$ cat config.mk
export PLATFORM = sky130hd
export DESIGN_NAME = ex_muldiv_unit_flat
export DESIGN_NICKNAME = d
export VERILOG_FILES = /design/src/rtl/riscv_m_pkg.sv /design/src/rtl/ex_muldiv_unit_if.sv /design/src/rtl/muldiv_div_core.sv /design/src/rtl/ex_muldiv_unit.sv /design/src/flat_wrapper.sv
export SDC_FILE = /design/constraint.sdc
export NUM_CORES = 2
export LEC_CHECK = 0
export ABC_CLOCK_PERIOD_IN_PS = 10300
export CELL_PAD_IN_SITES_DETAIL_PLACEMENT = 0
export CELL_PAD_IN_SITES_GLOBAL_PLACEMENT = 1
export CORE_MARGIN = 5
export CORE_UTILIZATION = 51
export DETAILED_ROUTE_END_ITERATION = 16
export PLACE_DENSITY_LB_ADDON = 0.05
export SLEW_MARGIN = 25
export SYNTH_ARGS = -nofsm -noshare
export SYNTH_HDL_FRONTEND = slang
export SYNTH_SLANG_ARGS = --single-unit
export TNS_END_PERCENT = 20
$ cat constraint.sdc
create_clock -name CLK -period 10.3 [get_ports CLK]
set_input_delay 2.06 -clock CLK [delete_from_list [all_inputs] [get_ports CLK]]
set_output_delay 2.06 -clock CLK [all_outputs]
set_load 0.01 [all_outputs]
$ cat src/rtl/riscv_m_pkg.sv
// riscv_m_pkg: RV32M FUNC3 encodings, muldiv FSM state encoding and operand helpers
package riscv_m_pkg;
  localparam logic [2:0] F3_MUL    = 3'b000;
  localparam logic [2:0] F3_MULH   = 3'b001;
  localparam logic [2:0] F3_MULHSU = 3'b010;
  localparam logic [2:0] F3_MULHU  = 3'b011;
  localparam logic [2:0] F3_DIV    = 3'b100;
  localparam logic [2:0] F3_DIVU   = 3'b101;
  localparam logic [2:0] F3_REM    = 3'b110;
  localparam logic [2:0] F3_REMU   = 3'b111;
  localparam logic [1:0] S_IDLE = 2'd0;
  localparam logic [1:0] S_MUL  = 2'd1;
  localparam logic [1:0] S_DIV  = 2'd2;
  localparam logic [1:0] S_DONE = 2'd3;
  // rs1 is treated as signed by MULH, MULHSU and the signed divide/remainder ops
  function automatic logic a_signed(input logic [2:0] f3);
    return f3 inside {F3_MULH, F3_MULHSU, F3_DIV, F3_REM};
  endfunction
  function automatic logic b_signed(input logic [2:0] f3);
    return f3 inside {F3_MULH, F3_DIV, F3_REM};
  endfunction
  function automatic logic is_rem(input logic [2:0] f3);
    return f3 inside {F3_REM, F3_REMU};
  endfunction
  function automatic logic [31:0] mag(input logic [31:0] v, input logic s);
    return s && v[31] ? -v : v;
  endfunction
endpackage

$ cat src/rtl/ex_muldiv_unit_if.sv
// ex_muldiv_unit_if: ID/EX <-> muldiv handshake
// master = ID/EX side (drives START/FUNC3/operands), slave = muldiv unit (drives BUSY/RESULT/RESULT_VALID)
interface ex_muldiv_unit_if;
  logic        START;
  logic [2:0]  FUNC3;
  logic [31:0] OPERAND_A;
  logic [31:0] OPERAND_B;
  logic        BUSY;
  logic [31:0] RESULT;
  logic        RESULT_VALID;
  modport master (output START, FUNC3, OPERAND_A, OPERAND_B, input BUSY, RESULT, RESULT_VALID);
  modport slave (input START, FUNC3, OPERAND_A, OPERAND_B, output BUSY, RESULT, RESULT_VALID);
endinterface

$ cat src/rtl/muldiv_div_core.sv
// muldiv_div_core: 32-step restoring divider on unsigned magnitudes
// Ports: CLK, RESET; load_i, dividend_i, divisor_i in; quotient_o, remainder_o, done_o out
// quotient_o/remainder_o show the result of the step taken this cycle; done_o marks the final step
module muldiv_div_core (
  input  logic        CLK,
  input  logic        RESET,
  input  logic        load_i,
  input  logic [31:0] dividend_i,
  input  logic [31:0] divisor_i,
  output logic [31:0] quotient_o,
  output logic [31:0] remainder_o,
  output logic        done_o
);
  logic [31:0] r_q, q_q, d_q;
  logic [5:0] cnt_q;
  logic [32:0] sh, t;
  always_comb begin
    sh = {r_q, q_q[31]};
    t = sh - {1'b0, d_q};
    remainder_o = t[32] ? sh[31:0] : t[31:0];
    quotient_o = {q_q[30:0], ~t[32]};
    done_o = cnt_q == 6'd31;
  end
  always_ff @(posedge CLK) begin
    if (RESET) begin
      r_q <= '0;
      q_q <= '0;
      d_q <= '0;
      cnt_q <= '0;
    end else if (load_i) begin
      r_q <= '0;
      q_q <= dividend_i;
      d_q <= divisor_i;
      cnt_q <= '0;
    end else begin
      r_q <= remainder_o;
      q_q <= quotient_o;
      cnt_q <= done_o ? cnt_q : cnt_q + 6'd1;
    end
  end
endmodule

$ cat src/rtl/ex_muldiv_unit.sv
// ex_muldiv_unit: iterative RV32M multiply/divide unit in the EX stage
// Ports: CLK, RESET (sync, active-high); bus (slave): START, FUNC3, OPERAND_A, OPERAND_B in;
//        BUSY (combinational stall request), RESULT (held until next completion), RESULT_VALID (1-cycle pulse) out
module ex_muldiv_unit
  import riscv_m_pkg::*;
#(
  parameter int XLEN = 32,
  parameter int MUL_CYCLES = 2
) (
  input logic CLK,
  input logic RESET,
  ex_muldiv_unit_if.slave bus
);
  localparam logic [XLEN-1:0] MIN_INT = 32'h8000_0000;
  logic [1:0] state_q, state_d;
  logic [2:0] f3_q;
  logic [XLEN-1:0] a_q, b_q, result_q, result_d;
  logic [5:0] cnt_q, cnt_d;
  logic accept, sgn, dz, ovf, special, mul_last, div_done;
  logic [XLEN-1:0] spec_res, dq, dr, quo, rem, div_res, mul_res;
  logic [63:0] prod;
  muldiv_div_core u_div (
    .CLK(CLK),
    .RESET(RESET),
    .load_i(accept && bus.FUNC3[2]),
    .dividend_i(mag(bus.OPERAND_A, sgn)),
    .divisor_i(mag(bus.OPERAND_B, sgn)),
    .quotient_o(dq),
    .remainder_o(dr),
    .done_o(div_done)
  );
  always_comb begin
    accept = state_q == S_IDLE && bus.START;
    sgn = a_signed(bus.FUNC3);
    dz = bus.OPERAND_B == '0;
    ovf = sgn && bus.OPERAND_A == MIN_INT && bus.OPERAND_B == '1;
    special = bus.FUNC3[2] && (dz || ovf);
    spec_res = is_rem(bus.FUNC3) ? (dz ? bus.OPERAND_A : '0) : (dz ? '1 : MIN_INT);
    // sign-extending to 64 bits gives the exact 33x33 signed product modulo 2^64
    prod = {{32{b_signed(f3_q) & a_q[31] | a_signed(f3_q) & a_q[31]}}, a_q} * {{32{b_signed(f3_q) & b_q[31]}}, b_q};
    mul_res = f3_q == F3_MUL ? prod[31:0] : prod[63:32];
    quo = a_signed(f3_q) && (a_q[31] ^ b_q[31]) ? -dq : dq;
    rem = a_signed(f3_q) && a_q[31] ? -dr : dr;
    div_res = is_rem(f3_q) ? rem : quo;
    mul_last = state_q == S_MUL && cnt_q == 6'(MUL_CYCLES - 1);
    state_d = state_q == S_IDLE ? (bus.START ? (!bus.FUNC3[2] ? S_MUL : special ? S_DONE : S_DIV) : S_IDLE)
            : state_q == S_MUL ? (mul_last ? S_DONE : S_MUL)
            : state_q == S_DIV ? (div_done ? S_DONE : S_DIV)
            : S_IDLE;
    result_d = accept && special ? spec_res
             : mul_last ? mul_res
             : state_q == S_DIV && div_done ? div_res
             : result_q;
    cnt_d = accept ? '0 : state_q == S_MUL ? cnt_q + 6'd1 : cnt_q;
  end
  always_ff @(posedge CLK) begin
    if (RESET) begin
      state_q <= S_IDLE;
      result_q <= '0;
      cnt_q <= '0;
      f3_q <= '0;
      a_q <= '0;
      b_q <= '0;
    end else begin
      state_q <= state_d;
      result_q <= result_d;
      cnt_q <= cnt_d;
      if (accept) begin
        f3_q <= bus.FUNC3;
        a_q <= bus.OPERAND_A;
        b_q <= bus.OPERAND_B;
      end
    end
  end
  assign bus.BUSY = !RESET && (accept || state_q == S_MUL || state_q == S_DIV);
  assign bus.RESULT = result_q;
  assign bus.RESULT_VALID = state_q == S_DONE;
endmodule

$ cat src/flat_wrapper.sv
// flat-port wrapper written by rule: the top's interface ports become plain ports
module ex_muldiv_unit_flat import riscv_m_pkg::*;
#(
  parameter int XLEN = 32,
  parameter int MUL_CYCLES = 2
)
  (CLK, RESET, bus_START, bus_FUNC3, bus_OPERAND_A, bus_OPERAND_B, bus_BUSY, bus_RESULT, bus_RESULT_VALID);
  ex_muldiv_unit_if bus_i ();
  input logic CLK;
  input logic RESET;
  input wire logic [$bits(bus_i.START)-1:0] bus_START;
  input wire logic [$bits(bus_i.FUNC3)-1:0] bus_FUNC3;
  input wire logic [$bits(bus_i.OPERAND_A)-1:0] bus_OPERAND_A;
  input wire logic [$bits(bus_i.OPERAND_B)-1:0] bus_OPERAND_B;
  output wire logic [$bits(bus_i.BUSY)-1:0] bus_BUSY;
  output wire logic [$bits(bus_i.RESULT)-1:0] bus_RESULT;
  output wire logic [$bits(bus_i.RESULT_VALID)-1:0] bus_RESULT_VALID;
  assign bus_i.START = bus_START;
  assign bus_i.FUNC3 = bus_FUNC3;
  assign bus_i.OPERAND_A = bus_OPERAND_A;
  assign bus_i.OPERAND_B = bus_OPERAND_B;
  assign bus_BUSY = bus_i.BUSY;
  assign bus_RESULT = bus_i.RESULT;
  assign bus_RESULT_VALID = bus_i.RESULT_VALID;
  ex_muldiv_unit #(.XLEN(XLEN), .MUL_CYCLES(MUL_CYCLES)) u_core (.CLK(CLK), .RESET(RESET), .bus(bus_i));
endmodule
### Word-level counts from Yosys, hierarchy flattened

Index checks and enable logic that the tools add are counted.

* register bits after elaboration: 209
* output and inout port bits: 34
* bits of input ports: 70

* bitwise operators: 6
* reduce and logical (&&, ||, !) cells: 28
* $mul: 1
* mux-type cells: 22
* equality and inequality tests: 17
* $add $sub $neg: 7

Operators by type and width (number)
* $mux W32: 13
* $neg A32 Y32: 4
* $eq A32 B32 Y1 const B: 2
* $mul A33 B33 Y64: 1
* $sub A33 B32 Y33: 1
* $logic_not A32 Y1: 1
* $mux W31: 1
* $eq A3 B3 Y1 const B: 6
* $logic_and A1 B1 Y1: 13
* $add A6 B1 Y6 const B: 2
* $mux W2: 6
* $reduce_bool A4 Y1: 2
* $eq A3 B1 Y1 const B: 2
* $eq A3 B2 Y1 const B: 2
* $eq A6 B1 Y1 const B: 1
* $eq A6 B5 Y1 const B: 1
* $reduce_bool A3 Y1: 2
* $eq A2 B2 Y1 const B: 2
* $reduce_bool A2 Y1: 2
* $reduce_or A2 Y1: 2
* $and A1 B1 Y1: 3
* $logic_not A3 Y1: 1
* $logic_or A1 B1 Y1: 3
* $eq A2 B1 Y1 const B: 1
* other kinds (6): 7

### Depth between registers and ports, before layout

* depth in word-level cells: 10
* depth in mapped cells: 36

### Modules after synthesis

From an unflattened synthesis, not the netlist that was laid out.

* cells, all modules: 6058
* area, all modules: 51521.9 sq um

Modules (own cells, without submodules)
* ex_muldiv_unit: area an instance 45444.8 sq um, instances 1, cells each 5314
* muldiv_div_core: area an instance 6077.1 sq um, instances 1, cells each 744

### Worst setup path after synthesis

No wires, ideal clock.

* path type: register to register
* start: register u_core.f3_q[2]
* end: register u_core.result_q[31] (netlist: u_core.bus.RESULT[31])
* period minus slack after synthesis: 9.270 ns
* cell stages (with the launch flop): 34
* buffers on the path: 4
* data required time: 10.168 ns
* data arrival time: 9.138 ns
* setup slack: 1.030 ns
* path through: dfxtp_1 -> clkbuf_1 -> o21ai_0 -> and3_1 -> clkbuf_1 -> clkbuf_1 -> clkbuf_1 -> nand2_1 -> fa_1 -> inv_1 -> fa_1 -> fa_1 -> inv_1 -> fa_1 -> inv_1 -> fa_1 -> fa_1 -> fa_1 -> inv_1 -> fa_1 -> inv_1 -> ha_1 -> o21ai_0 -> o21ai_0 -> a21oi_1 -> a211oi_1 -> a211oi_1 -> o31ai_1 -> o31ai_1 -> o31ai_1 -> o41ai_1 -> xnor2_1 -> o221ai_1 -> a21oi_1

* word-level cells in the longest chain between the ends: 8

RTL lines
* start: declaration: RTL line ex_muldiv_unit.sv:16 `logic [2:0] f3_q;`
* start signal: assignment: RTL line ex_muldiv_unit.sv:69 `f3_q <= bus.FUNC3;`
* $eq A3 B1 Y1 (tied with other cells): RTL line riscv_m_pkg.sv:17, riscv_m_pkg.sv:20
* $reduce_bool A4 Y1 or $reduce_bool A3 Y1 (tied branches): RTL line riscv_m_pkg.sv:17, riscv_m_pkg.sv:20
* $and A1 B1 Y1 (tied with other cells): RTL line ex_muldiv_unit.sv:40 `prod = {{32{b_signed(f3_q) & a_q[31] | a_signed(f3_q) & a_q[31]}}, a_q} * {{32{b_signed(f3_q) & b_q[31]}}, b_q ...`
* $or A1 B1 Y1 (tied with other cells): RTL line ex_muldiv_unit.sv:40
* $mul A33 B33 Y64 or $mux W32 (tied branches): RTL line ex_muldiv_unit.sv:40, ex_muldiv_unit.sv:44
* $mux W32, on equally long branches: RTL line ex_muldiv_unit.sv:41, ex_muldiv_unit.sv:52
* $mux W32 (*): RTL line ex_muldiv_unit.sv:51 `: mul_last ? mul_res`
* $mux W32 (*): RTL line ex_muldiv_unit.sv:50 `result_d = accept && special ? spec_res`
* end signal: assignment: RTL line ex_muldiv_unit.sv:66 `result_q <= result_d;`
* end: declaration: RTL line ex_muldiv_unit.sv:17 `logic [XLEN-1:0] a_q, b_q, result_q, result_d;`

Every way passes the cells marked *; elsewhere a longest branch is shown, timed or not. The select of a mux whose other input is x is not followed.
A chain may end at the register's enable or synchronous reset.

### Worst setup path in the final report

Ends and elaborated chain as after synthesis.

==> qor.txt <==
=====================================================================================
Prevailing post-synth register cell                                      sky130_fd_sc_hd__dfxtp_1
Largest cells by area after synthesis                                    sky130_fd_sc_hd__fa_1 44%, sky130_fd_sc_hd__inv_1 8.9%, sky130_fd_sc_hd__dfxtp_1 8.1%, sky130_fd_sc_hd__nand2_1 7.6%, sky130_fd_sc_hd__ha_1 6.2%
Number of iterations in the first detailed-routing pass                             6
Die extent in x                                                                327 um
Hold Vio Cnt, Final                                                                 0
Vias in the first global route                                                  42.6k
Post-Route Skew                                                             0.0442 ns
Launch instance of the worst min-delay path                              u_core.u_div.d_q[29]
Cell taking the most area after synthesis                                sky130_fd_sc_hd__fa_1
Syn nets                                                                         7513
Most numerous cell in the Yosys netlist                                  sky130_fd_sc_hd__inv_1
Total met3 wirelength after detailed routing                                  7870 um
Synthesized netlist cell count                                                   6064
Min Tclk post-route                                                           9.54 ns
Average cell area after synthesis                                            8.48 um2
Required time reported for the critical path endpoint                        10.76 ns
Syn. warnings                                                                       0
P per Cell Area                                                            116 mW/mm2
R2r worst-path depth                                                               29
Maximum fanout count along the critical path                                       18
Tot GR Track Use                                                                30.5%
Mapped Area                                                                0.0514 mm2
Pin count of the biggest net entering global routing                              117
Critical path startpoint category                                           flip-flop
CTS tree                                                                         done
Endpoint class of the critical path                                         flip-flop
Die Span Y                                                                     327 um
CTS-repair resized insts                                                            0
Most numerous cell on the critical path                                  sky130_fd_sc_hd__fa_1
Clock latency of the later-clocked register in the worst-skew pair            0.61 ns
Actual transition at the worst max-transition pin                             1.09 ns
Sequential cell area fraction in the yosys report                               8.14%
Category of the most critical setup path                                 flip-flop to flip-flop
Worst slew margin                                                               27.3%
Sum of net half-perimeters after detailed placement                         134000 um
Peak supply drop                                                             0.195 mV
Share of the cycle needed by the critical path after routing                    92.6%
Remaining Overflow, GRT                                                             0
Hold_buf cts                                                                        0
Number of cells in the design after placement                                    7250
Core Rows                                                                         116
Setup tns final                                                                  0 ns
Met2 Wirelength                                                              75400 um
Largest incremental delay on the critical path                                0.60 ns
Total power                                                                   6.33 mW
Post-layout instance count excluding filler cells                                7298
Detailed-route wire length per cell                                           22.0 um
Fraction of layout cells with a size suffix above 1                             3.87%
Final setup viols                                                                   0
Global-route wire length before repair                                      256000 um
Setup Fix Bufs, Post-CTS                                                            0
H-Tree Level Count                                                                  1
Endpoint, Worst Hold                                                     u_core.u_div.d_q[29]
Flip-flop and latch count after synthesis                                         209
Area fraction of the dominant cell type after synthesis                         43.9%
Area of combinational cells with multiple inputs                           0.0413 mm2
Worst EP arrival                                                             10.00 ns
CTS Buffer Depth                                                                    3
Count of flip-flops with a built-in enable after synthesis                          0
ANT nets after route                                                                0
Count of routing violations after the opening detailed-route iteration           2831
Max Freq                                                                      105 MHz
Count of unique library cells instantiated by Yosys                                84
Leakage power                                                                 25.3 nW
Ratio of routed vias to standard cells                                           5.55
Uppermost metal layer occupied by signal nets                                    met4
Sequential cell area in the final layout                                  0.00419 mm2
Layout fillers                                                                   9591
Io pins                                                                           104
Layout area overhead                                                            6.63%
Async set or reset register ratio after synthesis                                  0%
RSZ-0062 raised after global routing                                            false
Critical Path Slowest Stage Cell                                         sky130_fd_sc_hd__and3_2
Most instantiated cells after synthesis                                  1221 x sky130_fd_sc_hd__inv_1, 1126 x sky130_fd_sc_hd__fa_1, 1035 x sky130_fd_sc_hd__nand2_1
CTS Root Cell                                                            sky130_fd_sc_hd__clkbuf_16
Core footprint                                                              0.100 mm2
Worst-path clk slew                                                           0.06 ns
Endpoint of the most critical register-to-register path                  u_core.bus.RESULT[31]
Number of buffers added on ports                                                  103
Post-layout nets                                                                 7430
Number of max-cap violations                                                        0
Total CTS buffers                                                                  27
Hold Crit Class                                                          flip-flop to flip-flop
Initial standard-cell utilization of the core                                   51.4%
Total via count in the routed design                                            40.5k
Detailed Route WL                                                           160000 um
Slack of the worst reg-to-reg path                                            0.76 ns
Slew Limit Fails                                                                    0
Die Footprint                                                               0.107 mm2
Depth of the worst hold-timing path                                                 2
Total number of clock tree sinks                                                  209
Status                                                                   finished clean
Number of antenna violations at the first check in global routing                   1
Residual DRC count                                                                  0
Routability-driven placement congestion ratio                                   0.985
Post-Route M1 WL                                                             70000 um
Origin of the critical flop-to-flop path                                 u_core.f3_q[2]
=====================================================================================
## cell type report
class                           count  share of cell area, %
Multi-Input combinational cell   4283                   75.4
Inverter                         1221                   8.36
Sequential cell                   209                   7.65
Timing Repair Buffer              239                   3.84
Tap cell                         1298                   2.96
Clock buffer                       36                   1.40
Clock inverter                     11                  0.377
Antenna cell                        1                0.00457
## flip-flops by register name (all words and copies together) (netlist names)
name / flops
u_core.cnt_q: 6
u_core.u_div.cnt_q: 6
u_core.u_div.q_q: 32
u_core.u_div.d_q: 32
u_core.bus.RESULT: 32
u_core.u_div.r_q: 32
u_core.state_q: 2
u_core.a_q: 32
u_core.f3_q: 3
u_core.b_q: 32
## cells by family (layout without fill, tap and decap cells)
logic type                 Yosys count  after routing  synth area share, %
and+or+nand+nor                   1912           1912                 16.9
buffers and inverters             1572           1507                 11.5
adders and majority gates         1379           1379                 50.0
AOI/OAI and AO/OA                  743            743                 9.08
xor gates and xnor gates           212            212                 3.61
DFF                                209            209                 8.14
muxes                               37             37                0.725
other                                0              1                    0
## worst max-delay path: cells and delay by family, from the launching register on
kind	cells	cell delay, ns
adders and majority gates	9	4.61
AOI/OAI and AO/OA	12	2.66
buffers and inverters	5	0.84
and+or+nand+nor	2	0.76
DFF	1	0.38
xor gates and xnor gates	1	0.13
## layout by cell type (no fill, tap or decap), drive strengths merged, types with 132 or more instances in the layout
cell type and count:
inv 1223, fa 1126, nand2 1037, and2 326, nor2 266, ha 253
a21oi 249, dfxtp 209, o21ai 172, buf 137, xnor2 132
## routing by layer
| metal | track usage [%] | vias up |
|---|---|---|
| li1 | - | 18200 |
| met5 | 0 | - |
| met4 | 10.3 | 0 |
| met2 | 50.6 | 1134 |
| met1 | 42.6 | 20800 |
| met3 | 2.74 | 257 |
## where the power goes
group / leakage [nW] / switching [mW] / internal [mW]
logic: 23.2 / 2.77 / 1.46
clock network: 0.469 / 0.421 / 0.650
registers: 1.71 / 0.144 / 0.888
total: 25.3 / 3.33 / 3.00
## through the flow
step	hold WS [ns]	utilization, %	setup WS [ns]	cell area, um2
2_1_floorplan	0.432	-	1.03	51400
3_3_place_gp	0.442	53.8	0.965	53800
3_5_place_dp	0.445	53.8	0.889	53800
4_1_cts	0.453	54.8	0.833	54800
5_1_grt	0.462	54.8	0.0547	54800
6_report	0.450	54.8	0.757	54800
## how the worst max path moves through the flow
stage / slack (ns) / from / cells after the start / endpoint
3_5_place_dp: 0.89 / u_core.f3_q[2] / 29 / u_core.bus.RESULT[31]
3_3_place_gp: 0.97 / u_core.f3_q[2] / 29 / u_core.bus.RESULT[31]
6_report: 0.76 / u_core.f3_q[2] / 29 / u_core.bus.RESULT[31]
5_1_grt: 0.05 / u_core.f3_q[2] / 29 / u_core.bus.RESULT[31]
2_1_floorplan: 1.03 / u_core.f3_q[2] / 33 / u_core.bus.RESULT[31]
4_1_cts: 0.83 / u_core.f3_q[2] / 29 / u_core.bus.RESULT[31]
(Power assumes the default switching activity.)
